<file path="src/rtl/regfile_writeback_ctrl_pkg.sv">
`default_nettype none
// ============================================================================
// Module      : regfile_writeback_ctrl_pkg
// Description : Shared widths, register-zero constant and writeback entry
//               layout for the register-file write-side controller.
// Revision    : 1.0 - initial release
// ============================================================================
package regfile_writeback_ctrl_pkg;

  localparam int ADDR_WIDTH = 5;
  localparam int DATA_WIDTH = 32;

  localparam logic [ADDR_WIDTH-1:0] REG_ZERO = 5'd0;

  // One buffered writeback: a cleared live bit means the write is dropped at issue.
  typedef struct packed {
    logic                  live;
    logic [ADDR_WIDTH-1:0] wreg;
    logic [DATA_WIDTH-1:0] data;
  } wb_entry_t;

endpackage
`default_nettype wire

</file>
<file path="src/rtl/regfile_writeback_ctrl_if.sv">
`default_nettype none
// ============================================================================
// Module      : regfile_writeback_ctrl_if
// Description : Writeback sources, register-file write port and read-port
//               forwarding signals of the write-side controller.
// Revision    : 1.0 - initial release
// ============================================================================
interface regfile_writeback_ctrl_if
  import regfile_writeback_ctrl_pkg::*;
#(
  parameter int DATA_WIDTH = regfile_writeback_ctrl_pkg::DATA_WIDTH,
  parameter int ADDR_WIDTH = regfile_writeback_ctrl_pkg::ADDR_WIDTH
);

  logic                         wb_a_valid;
  logic [ADDR_WIDTH-1:0]        wb_a_reg;
  logic [DATA_WIDTH-1:0]        wb_a_data;

  logic                         wb_b_valid;
  logic                         wb_b_ready;
  logic [ADDR_WIDTH-1:0]        wb_b_reg;
  logic [DATA_WIDTH-1:0]        wb_b_data;

  logic                         ctrl_writeEnable;
  logic [ADDR_WIDTH-1:0]        ctrl_writeReg;
  logic [DATA_WIDTH-1:0]        data_writeReg;

  logic [ADDR_WIDTH-1:0]        ctrl_readRegA;
  logic [ADDR_WIDTH-1:0]        ctrl_readRegB;
  logic [DATA_WIDTH-1:0]        rf_readRegA;
  logic [DATA_WIDTH-1:0]        rf_readRegB;
  logic [DATA_WIDTH-1:0]        data_readRegA;
  logic [DATA_WIDTH-1:0]        data_readRegB;

  logic [(1<<ADDR_WIDTH)-1:0]   pending_mask;

  // Pipeline / mult-div / regfile side
  modport master (
    output wb_a_valid, wb_a_reg, wb_a_data,
    output wb_b_valid, wb_b_reg, wb_b_data,
    input  wb_b_ready,
    input  ctrl_writeEnable, ctrl_writeReg, data_writeReg,
    output ctrl_readRegA, ctrl_readRegB, rf_readRegA, rf_readRegB,
    input  data_readRegA, data_readRegB,
    input  pending_mask
  );

  // Controller side
  modport slave (
    input  wb_a_valid, wb_a_reg, wb_a_data,
    input  wb_b_valid, wb_b_reg, wb_b_data,
    output wb_b_ready,
    output ctrl_writeEnable, ctrl_writeReg, data_writeReg,
    input  ctrl_readRegA, ctrl_readRegB, rf_readRegA, rf_readRegB,
    output data_readRegA, data_readRegB,
    output pending_mask
  );

endinterface
`default_nettype wire

</file>
<file path="src/rtl/regfile_writeback_ctrl_wb_fifo.sv">
`default_nettype none
// ============================================================================
// Module      : wb_fifo
// Description : Circular buffer of B-source writebacks with per-entry live
//               bits that can be cleared by register number (WAW kill).
// Revision    : 1.0 - initial release
// ============================================================================
module wb_fifo
  import regfile_writeback_ctrl_pkg::*;
#(
  parameter int FIFO_DEPTH = 4,
  parameter int DATA_WIDTH = regfile_writeback_ctrl_pkg::DATA_WIDTH,
  parameter int ADDR_WIDTH = regfile_writeback_ctrl_pkg::ADDR_WIDTH
) (
  input  logic                                  clock,
  input  logic                                  ctrl_reset,
  input  logic                                  push_en,
  input  logic [ADDR_WIDTH-1:0]                 push_reg,
  input  logic [DATA_WIDTH-1:0]                 push_data,
  input  logic                                  push_live,
  input  logic                                  pop_en,
  input  logic                                  kill_en,
  input  logic [ADDR_WIDTH-1:0]                 kill_reg,
  output logic                                  full,
  output logic                                  empty,
  output logic [ADDR_WIDTH-1:0]                 head_reg,
  output logic [DATA_WIDTH-1:0]                 head_data,
  output logic                                  head_live,
  output logic [FIFO_DEPTH-1:0][ADDR_WIDTH-1:0] entry_reg,
  output logic [FIFO_DEPTH-1:0]                 entry_live
);

  localparam int             PTR_W   = $clog2(FIFO_DEPTH);
  localparam logic [PTR_W:0] PTR_ONE = 1;

  logic [PTR_W:0]                       wr_ptr_q, wr_ptr_d;
  logic [PTR_W:0]                       rd_ptr_q, rd_ptr_d;
  logic [FIFO_DEPTH-1:0][ADDR_WIDTH-1:0] reg_q, reg_d;
  logic [FIFO_DEPTH-1:0][DATA_WIDTH-1:0] data_q, data_d;
  logic [FIFO_DEPTH-1:0]                live_q, live_d;

  logic [PTR_W-1:0] w_wr_idx;
  logic [PTR_W-1:0] w_rd_idx;
  logic             w_push;
  logic             w_pop;

  assign w_wr_idx = wr_ptr_q[PTR_W-1:0];
  assign w_rd_idx = rd_ptr_q[PTR_W-1:0];

  assign empty = (wr_ptr_q == rd_ptr_q);
  assign full  = (wr_ptr_q[PTR_W] != rd_ptr_q[PTR_W]) &&
                 (wr_ptr_q[PTR_W-1:0] == rd_ptr_q[PTR_W-1:0]);

  assign w_push = push_en && !full;
  assign w_pop  = pop_en && !empty;

  assign head_reg   = reg_q[w_rd_idx];
  assign head_data  = data_q[w_rd_idx];
  assign head_live  = live_q[w_rd_idx];
  assign entry_reg  = reg_q;
  assign entry_live = live_q;

  always_comb begin
    wr_ptr_d = wr_ptr_q;
    rd_ptr_d = rd_ptr_q;
    reg_d    = reg_q;
    data_d   = data_q;
    live_d   = live_q;

    for (int i = 0; i < FIFO_DEPTH; i++) begin
      if (kill_en && (reg_q[i] == kill_reg)) begin
        live_d[i] = 1'b0;
      end
    end

    // Popped slots drop their live bit so entry_live only reflects occupied slots.
    if (w_pop) begin
      live_d[w_rd_idx] = 1'b0;
      rd_ptr_d         = rd_ptr_q + PTR_ONE;
    end

    // A push on a kill edge counts as older than the killing write.
    if (w_push) begin
      reg_d[w_wr_idx]  = push_reg;
      data_d[w_wr_idx] = push_data;
      live_d[w_wr_idx] = push_live && !(kill_en && (push_reg == kill_reg));
      wr_ptr_d         = wr_ptr_q + PTR_ONE;
    end
  end

  always_ff @(posedge clock) begin
    if (ctrl_reset) begin
      wr_ptr_q <= '0;
      rd_ptr_q <= '0;
      reg_q    <= '0;
      data_q   <= '0;
      live_q   <= '0;
    end else begin
      wr_ptr_q <= wr_ptr_d;
      rd_ptr_q <= rd_ptr_d;
      reg_q    <= reg_d;
      data_q   <= data_d;
      live_q   <= live_d;
    end
  end

endmodule
`default_nettype wire

</file>
<file path="src/rtl/regfile_writeback_ctrl.sv">
`default_nettype none
// ============================================================================
// Module      : regfile_writeback_ctrl
// Description : Merges pipeline (A) and buffered mult/div (B) writebacks onto
//               the register-file write port and forwards colliding reads.
// Revision    : 1.0 - initial release
// ============================================================================
module regfile_writeback_ctrl
  import regfile_writeback_ctrl_pkg::*;
#(
  parameter int FIFO_DEPTH = 4,
  parameter int DATA_WIDTH = regfile_writeback_ctrl_pkg::DATA_WIDTH,
  parameter int ADDR_WIDTH = regfile_writeback_ctrl_pkg::ADDR_WIDTH
) (
  input  logic                      clock,
  input  logic                      ctrl_reset,
  regfile_writeback_ctrl_if.slave   bus
);

  localparam int NUM_REGS = 1 << ADDR_WIDTH;

  logic                  write_en_q,   write_en_d;
  logic [ADDR_WIDTH-1:0] write_reg_q,  write_reg_d;
  logic [DATA_WIDTH-1:0] write_data_q, write_data_d;

  wb_entry_t                            w_b_entry;
  logic                                 w_a_live;
  logic                                 w_push;
  logic                                 w_pop;
  logic                                 w_full;
  logic                                 w_empty;
  logic [ADDR_WIDTH-1:0]                w_head_reg;
  logic [DATA_WIDTH-1:0]                w_head_data;
  logic                                 w_head_live;
  logic [FIFO_DEPTH-1:0][ADDR_WIDTH-1:0] w_entry_reg;
  logic [FIFO_DEPTH-1:0]                w_entry_live;
  logic [NUM_REGS-1:0]                  w_pending;
  logic                                 w_fwd_a;
  logic                                 w_fwd_b;

  assign w_b_entry = '{live: (bus.wb_b_reg != REG_ZERO),
                       wreg: bus.wb_b_reg,
                       data: bus.wb_b_data};

  assign w_a_live = bus.wb_a_valid && (bus.wb_a_reg != REG_ZERO);
  assign w_push   = bus.wb_b_valid && !w_full;
  // A has absolute priority; the head is only popped on edges without A.
  assign w_pop    = !bus.wb_a_valid && !w_empty;

  wb_fifo #(
    .FIFO_DEPTH (FIFO_DEPTH),
    .DATA_WIDTH (DATA_WIDTH),
    .ADDR_WIDTH (ADDR_WIDTH)
  ) u_wb_fifo (
    .clock      (clock),
    .ctrl_reset (ctrl_reset),
    .push_en    (w_push),
    .push_reg   (w_b_entry.wreg),
    .push_data  (w_b_entry.data),
    .push_live  (w_b_entry.live),
    .pop_en     (w_pop),
    .kill_en    (w_a_live),
    .kill_reg   (bus.wb_a_reg),
    .full       (w_full),
    .empty      (w_empty),
    .head_reg   (w_head_reg),
    .head_data  (w_head_data),
    .head_live  (w_head_live),
    .entry_reg  (w_entry_reg),
    .entry_live (w_entry_live)
  );

  always_comb begin
    write_en_d   = 1'b0;
    write_reg_d  = write_reg_q;
    write_data_d = write_data_q;
    if (bus.wb_a_valid) begin
      if (w_a_live) begin
        write_en_d   = 1'b1;
        write_reg_d  = bus.wb_a_reg;
        write_data_d = bus.wb_a_data;
      end
    end else if (w_pop && w_head_live) begin
      write_en_d   = 1'b1;
      write_reg_d  = w_head_reg;
      write_data_d = w_head_data;
    end
  end

  always_ff @(posedge clock) begin
    if (ctrl_reset) begin
      write_en_q   <= 1'b0;
      write_reg_q  <= '0;
      write_data_q <= '0;
    end else begin
      write_en_q   <= write_en_d;
      write_reg_q  <= write_reg_d;
      write_data_q <= write_data_d;
    end
  end

  always_comb begin
    w_pending = '0;
    for (int i = 0; i < FIFO_DEPTH; i++) begin
      if (w_entry_live[i]) begin
        w_pending[w_entry_reg[i]] = 1'b1;
      end
    end
  end

  // The regfile floats read data on a same-cycle write; substitute the write data.
  assign w_fwd_a = write_en_q && (write_reg_q == bus.ctrl_readRegA) && (write_reg_q != REG_ZERO);
  assign w_fwd_b = write_en_q && (write_reg_q == bus.ctrl_readRegB) && (write_reg_q != REG_ZERO);

  assign bus.data_readRegA    = w_fwd_a ? write_data_q : bus.rf_readRegA;
  assign bus.data_readRegB    = w_fwd_b ? write_data_q : bus.rf_readRegB;
  assign bus.wb_b_ready       = !w_full;
  assign bus.ctrl_writeEnable = write_en_q;
  assign bus.ctrl_writeReg    = write_reg_q;
  assign bus.data_writeReg    = write_data_q;
  assign bus.pending_mask     = w_pending;

endmodule
`default_nettype wire
</file>
<file path="src/flat_wrapper.sv">
// flat-port wrapper written by rule: the top's interface ports become plain ports
module regfile_writeback_ctrl_flat import regfile_writeback_ctrl_pkg::*;
#(
  parameter int FIFO_DEPTH = 4,
  parameter int DATA_WIDTH = regfile_writeback_ctrl_pkg::DATA_WIDTH,
  parameter int ADDR_WIDTH = regfile_writeback_ctrl_pkg::ADDR_WIDTH
)
  (clock, ctrl_reset, bus_wb_a_valid, bus_wb_a_reg, bus_wb_a_data, bus_wb_b_valid, bus_wb_b_reg, bus_wb_b_data, bus_wb_b_ready, bus_ctrl_writeEnable, bus_ctrl_writeReg, bus_data_writeReg, bus_ctrl_readRegA, bus_ctrl_readRegB, bus_rf_readRegA, bus_rf_readRegB, bus_data_readRegA, bus_data_readRegB, bus_pending_mask);
  regfile_writeback_ctrl_if #(.DATA_WIDTH(DATA_WIDTH), .ADDR_WIDTH(ADDR_WIDTH)) bus_i ();
  input  logic clock;
  input  logic ctrl_reset;
  input wire logic [$bits(bus_i.wb_a_valid)-1:0] bus_wb_a_valid;
  input wire logic [$bits(bus_i.wb_a_reg)-1:0] bus_wb_a_reg;
  input wire logic [$bits(bus_i.wb_a_data)-1:0] bus_wb_a_data;
  input wire logic [$bits(bus_i.wb_b_valid)-1:0] bus_wb_b_valid;
  input wire logic [$bits(bus_i.wb_b_reg)-1:0] bus_wb_b_reg;
  input wire logic [$bits(bus_i.wb_b_data)-1:0] bus_wb_b_data;
  output wire logic [$bits(bus_i.wb_b_ready)-1:0] bus_wb_b_ready;
  output wire logic [$bits(bus_i.ctrl_writeEnable)-1:0] bus_ctrl_writeEnable;
  output wire logic [$bits(bus_i.ctrl_writeReg)-1:0] bus_ctrl_writeReg;
  output wire logic [$bits(bus_i.data_writeReg)-1:0] bus_data_writeReg;
  input wire logic [$bits(bus_i.ctrl_readRegA)-1:0] bus_ctrl_readRegA;
  input wire logic [$bits(bus_i.ctrl_readRegB)-1:0] bus_ctrl_readRegB;
  input wire logic [$bits(bus_i.rf_readRegA)-1:0] bus_rf_readRegA;
  input wire logic [$bits(bus_i.rf_readRegB)-1:0] bus_rf_readRegB;
  output wire logic [$bits(bus_i.data_readRegA)-1:0] bus_data_readRegA;
  output wire logic [$bits(bus_i.data_readRegB)-1:0] bus_data_readRegB;
  output wire logic [$bits(bus_i.pending_mask)-1:0] bus_pending_mask;
  assign bus_i.wb_a_valid = bus_wb_a_valid;
  assign bus_i.wb_a_reg = bus_wb_a_reg;
  assign bus_i.wb_a_data = bus_wb_a_data;
  assign bus_i.wb_b_valid = bus_wb_b_valid;
  assign bus_i.wb_b_reg = bus_wb_b_reg;
  assign bus_i.wb_b_data = bus_wb_b_data;
  assign bus_wb_b_ready = bus_i.wb_b_ready;
  assign bus_ctrl_writeEnable = bus_i.ctrl_writeEnable;
  assign bus_ctrl_writeReg = bus_i.ctrl_writeReg;
  assign bus_data_writeReg = bus_i.data_writeReg;
  assign bus_i.ctrl_readRegA = bus_ctrl_readRegA;
  assign bus_i.ctrl_readRegB = bus_ctrl_readRegB;
  assign bus_i.rf_readRegA = bus_rf_readRegA;
  assign bus_i.rf_readRegB = bus_rf_readRegB;
  assign bus_data_readRegA = bus_i.data_readRegA;
  assign bus_data_readRegB = bus_i.data_readRegB;
  assign bus_pending_mask = bus_i.pending_mask;
  regfile_writeback_ctrl #(.FIFO_DEPTH(FIFO_DEPTH), .DATA_WIDTH(DATA_WIDTH), .ADDR_WIDTH(ADDR_WIDTH)) u_core (.clock(clock), .ctrl_reset(ctrl_reset), .bus(bus_i));
endmodule
</file>
<file path="config.mk">
export PLATFORM = sky130hd
export DESIGN_NAME = regfile_writeback_ctrl_flat
export DESIGN_NICKNAME = d
export VERILOG_FILES = /design/src/rtl/regfile_writeback_ctrl_pkg.sv /design/src/rtl/regfile_writeback_ctrl_if.sv /design/src/rtl/regfile_writeback_ctrl_wb_fifo.sv /design/src/rtl/regfile_writeback_ctrl.sv /design/src/flat_wrapper.sv
export SDC_FILE = /design/constraint.sdc
export NUM_CORES = 1
export LEC_CHECK = 0
export CORE_MARGIN = 2
export CORE_UTILIZATION = 46
export CTS_CLUSTER_DIAMETER = 100
export CTS_CLUSTER_SIZE = 12
export DETAILED_ROUTE_END_ITERATION = 10
export GPL_TIMING_DRIVEN = 1
export PLACE_DENSITY = 0.86
export SLEW_MARGIN = 20
export SYNTH_ARGS = -nofsm -noshare
export SYNTH_HDL_FRONTEND = slang
export SYNTH_SLANG_ARGS = --single-unit
</file>
<file path="constraint.sdc">
create_clock -name clock -period 2.7 [get_ports clock]
set_clock_uncertainty 0.15 [all_clocks]
set_input_delay 0.405 -clock clock [delete_from_list [all_inputs] [get_ports clock]]
set_output_delay 0.405 -clock clock [all_outputs]
set_load 0.1 [all_outputs]
</file>
==> run summary <==
status: finished with violations
violated checks: negative setup slack
Die ar.: 0.0253 mm^2
Reg clk slew, reported paths: 0.07 ns
CP Class: primary input to output port
Final Non-Filler Cells: 1712
vias: 10.2k
Die Span Y: 159 um
hold violation count in the final report: 0
share of cells above drive strength 1: 0.254
sequential power share: 0.382
CP arrival: 2.35 ns
switch share: 0.357
Die W: 159 um
power density over the cells: 534 mW/mm^2
RR Endpoint: u_core.bus.ctrl_writeReg[0]
RSZ-0062 raised after global routing: true
Hold EP: u_core.bus.ctrl_writeEnable
hpwl dp: 27.0 mm
worst-margin pin slew: 0.753 ns
register area: 0.00395 mm^2
CTS H-Tree Depth: 4
DRC errors left: 0
Initial Util: 0.470
max reg flops: 128
post-synthesis register bit count: 196
fin. max-slew vios: 0
overall power: 0.00846 W
synth-to-layout area growth: 43.4%
Hold WS: 0.320 ns
Worst Hold Depth: 2
worst min path class: primary input to flip-flop
antenna violations before repair: 9
Core Rows: 56
critical path peak fanout: 16
initial DRC count: 1041
Port Buf Inserts: 286
clock sinks: 196
critical path required time: 2.14 ns
Fmax: 344 MHz
GP Congestion: 0.976
CTS Root Cell: clkbuf_16
predominant post-synthesis flop cell: dfxtp_1
Num CTS Buffers: 17
Clock Latency Late Sink: 0.44 ns
CTS max path bufs: 2
fin nets: 1532
Tcrit/Tclk final: 1.08
synthesized instance count: 1137
static leakage: 5.95 nW
sequential fraction of the synthesis area: 0.355
Yosys cell types: 49
hold path start: ctrl_reset
area of the mapped netlist: 0.0111 mm^2
first-pass GRT wire length: 57.7 mm
largest net degree at the start of global routing: 106
Syn Nets: 1297
Period minus WS final: 2.91 ns
WL/cell: 22.3 um
placed instance count: 1671
final setup vio count: 64
Post-synth EDFFs: 0
GRT Overall Usage: 0.285
total grt overflow: 0
# IOs: 287
Clock power frac: 0.308
Worst Reg-to-Reg Cells: 6
internal power: 0.00544 W
Layout fillers: 1663
CP endpoint kind: output port
Slew HR: 0.497
Setup Buffers After CTS: 0
Worst VDD drop: 0.000501 V
number of global-route vias before repair: 9754
Gate power share: 0.311
P_sw: 0.00302 W
Mapped Avg Cell Area: 9.72 um^2
Final WS setup: -0.208 ns
Startpoint Class: primary input
post-route core utilization: 0.673
footprint of the multi-input gates: 0.00666 mm^2
core box area: 0.0235 mm^2
ANT nets after route: 0
Reg2Reg Setup Slack: 0.31 ns
Post-synth ARST share: 0
beginning of the worst register-to-register path: u_core.u_wb_fifo.rd_ptr_q[0]
CTS Hold Bufs: 0
max cap viols: 0
drt total wl: 38.1 mm
CTS tree: built
DR vias/cell: 5.97
setup TNS: -10.57 ns
drt pass-1 iters: 8
number of warning messages in the yosys log: 0
## stage by stage
stage | setup slack [ns] | cell area (um^2)
detailed placement | -0.196 | 15100
finish | -0.208 | 15900
global placement | -0.163 | 15100
floorplan | -0.502 | 11100
global route | -0.239 | 15900
CTS | -0.215 | 15800
## cells in the mapped netlist (2+ instances only)
cell | instances | area share
ha_1 | 8 | 0.0091
mux2_1 | 2 | 0.0020
buf_6 | 9 | 0.0092
nand3b_1 | 10 | 0.0068
clkbuf_1 | 59 | 0.020
or3b_2 | 5 | 0.0040
o221ai_1 | 15 | 0.012
xnor2_1 | 29 | 0.023
o32ai_1 | 2 | 0.0016
or3_1 | 3 | 0.0017
buf_2 | 26 | 0.012
a22oi_1 | 14 | 0.0095
xor2_1 | 14 | 0.011
nor3_1 | 8 | 0.0036
a221o_1 | 52 | 0.047
a21oi_1 | 2 | 0.00091
nor4_1 | 3 | 0.0017
dfxtp_1 | 196 | 0.35
buf_4 | 14 | 0.0095
a211o_1 | 2 | 0.0016
a31oi_1 | 5 | 0.0028
a2111o_1 | 3 | 0.0031
nand3_1 | 13 | 0.0059
and3b_1 | 3 | 0.0024
o22ai_1 | 19 | 0.011
inv_1 | 22 | 0.0075
mux4_2 | 38 | 0.077
nand2_1 | 123 | 0.042
nor3b_1 | 8 | 0.0054
mux2_4 | 2 | 0.0027
and3_1 | 4 | 0.0023
nor4_4 | 2 | 0.0038
nor2_1 | 162 | 0.055
mux2_2 | 60 | 0.061
mux2i_1 | 150 | 0.14
nand4b_1 | 37 | 0.029
## power groups by stage
| stage | clock network [W] | logic (W) | registers [W] |
|---|---|---|---|
| 6_report | 0.00260 | 0.00263 | 0.00323 |
| 5_1_grt | 0.00276 | 0.00272 | 0.00324 |
| 4_1_cts | 0.00262 | 0.00261 | 0.00322 |
| 3_5_place_dp | 0 | 0.00257 | 0.00327 |
| 3_3_place_gp | 0 | 0.00253 | 0.00326 |
| 2_1_floorplan | 0 | 0.00146 | 0.00348 |
## cell families (layout without fill, tap and decap cells)
kind of cell    after synthesis  after routing  synth area share
buf+inv                     130            378            0.0580
mux                         252            252             0.279
simple gates                385            385             0.166
other cells                   0              8                 0
fa+ha+maj                     8              8           0.00906
xor+xnor                     44             44            0.0355
flops                       196            196             0.355
compound gates              122            122            0.0969
## repair_timing
action	in CTS	in global routing
pin swaps	1	4
gates resized for setup	6	11
endpoints found under the hold margin	0	0
cloned	0	1
endpoints found under the setup margin	66	82
## critical path, stage by stage
cell and delay, ns:
clkdlybuf4s50_1 0.51, xnor2_1 0.13, nand3_1 0.13, nor4_4 0.33, clkbuf_16 0.29, mux2_2 0.38, buf_12 0.17
## worst max-delay path by stage
stage | start | end | slack, ns | cells past startpoint
after floorplan | u_core.u_wb_fifo.entry_reg[18] | bus_pending_mask[11] | -0.50 | 3
after global placement | bus_ctrl_readRegB[0] | bus_data_readRegB[13] | -0.16 | 7
after detailed placement | bus_ctrl_readRegB[0] | bus_data_readRegB[7] | -0.20 | 7
after CTS | u_core.bus.ctrl_writeReg[1] | bus_data_readRegB[7] | -0.22 | 6
after global routing | u_core.bus.ctrl_writeReg[1] | bus_data_readRegB[12] | -0.24 | 6
final | bus_ctrl_readRegB[0] | bus_data_readRegB[30] | -0.21 | 7
## cells in the final DEF (no fill, tap or decap), types with 5 or more instances in the layout
cell type / count
or3b_2: 5
o22ai_1: 19
inv_1: 22
mux2i_1: 150
o221ai_1: 8
dfxtp_4: 5
o221ai_2: 7
dfxtp_1: 183
nor3b_1: 6
mux2_2: 60
clkbuf_16: 18
buf_12: 103
mux4_2: 38
buf_4: 69
nor3_1: 8
nand3b_1: 10
nand3_1: 12
diode_2: 8
nand4b_1: 37
dfxtp_2: 8
nor2_1: 161
nand2_1: 123
a221o_1: 52
a22oi_1: 14
xnor2_1: 27
clkdlybuf4s50_1: 150
xor2_1: 14
ha_1: 8
## metal layers
layer	track usage	share of wire	up-vias
li1	-	-	4599
met1	0.365	0.39	4940
met2	0.485	0.50	596
met3	0.0534	0.080	86
met4	0.0967	0.032	2
met5	0	0.00034	-
## cell type report
type | count | share of cell area
Multi-Input combinational cell | 811 | 0.420
Timing Repair Buffer | 324 | 0.260
Sequential cell | 196 | 0.249
Clock buffer | 19 | 0.0286
Tap cell | 319 | 0.0252
Clock inverter | 13 | 0.0104
Inverter | 22 | 0.00521
Antenna cell | 8 | 0.00126
No activity file was read; power rests on OpenSTA's default activity.
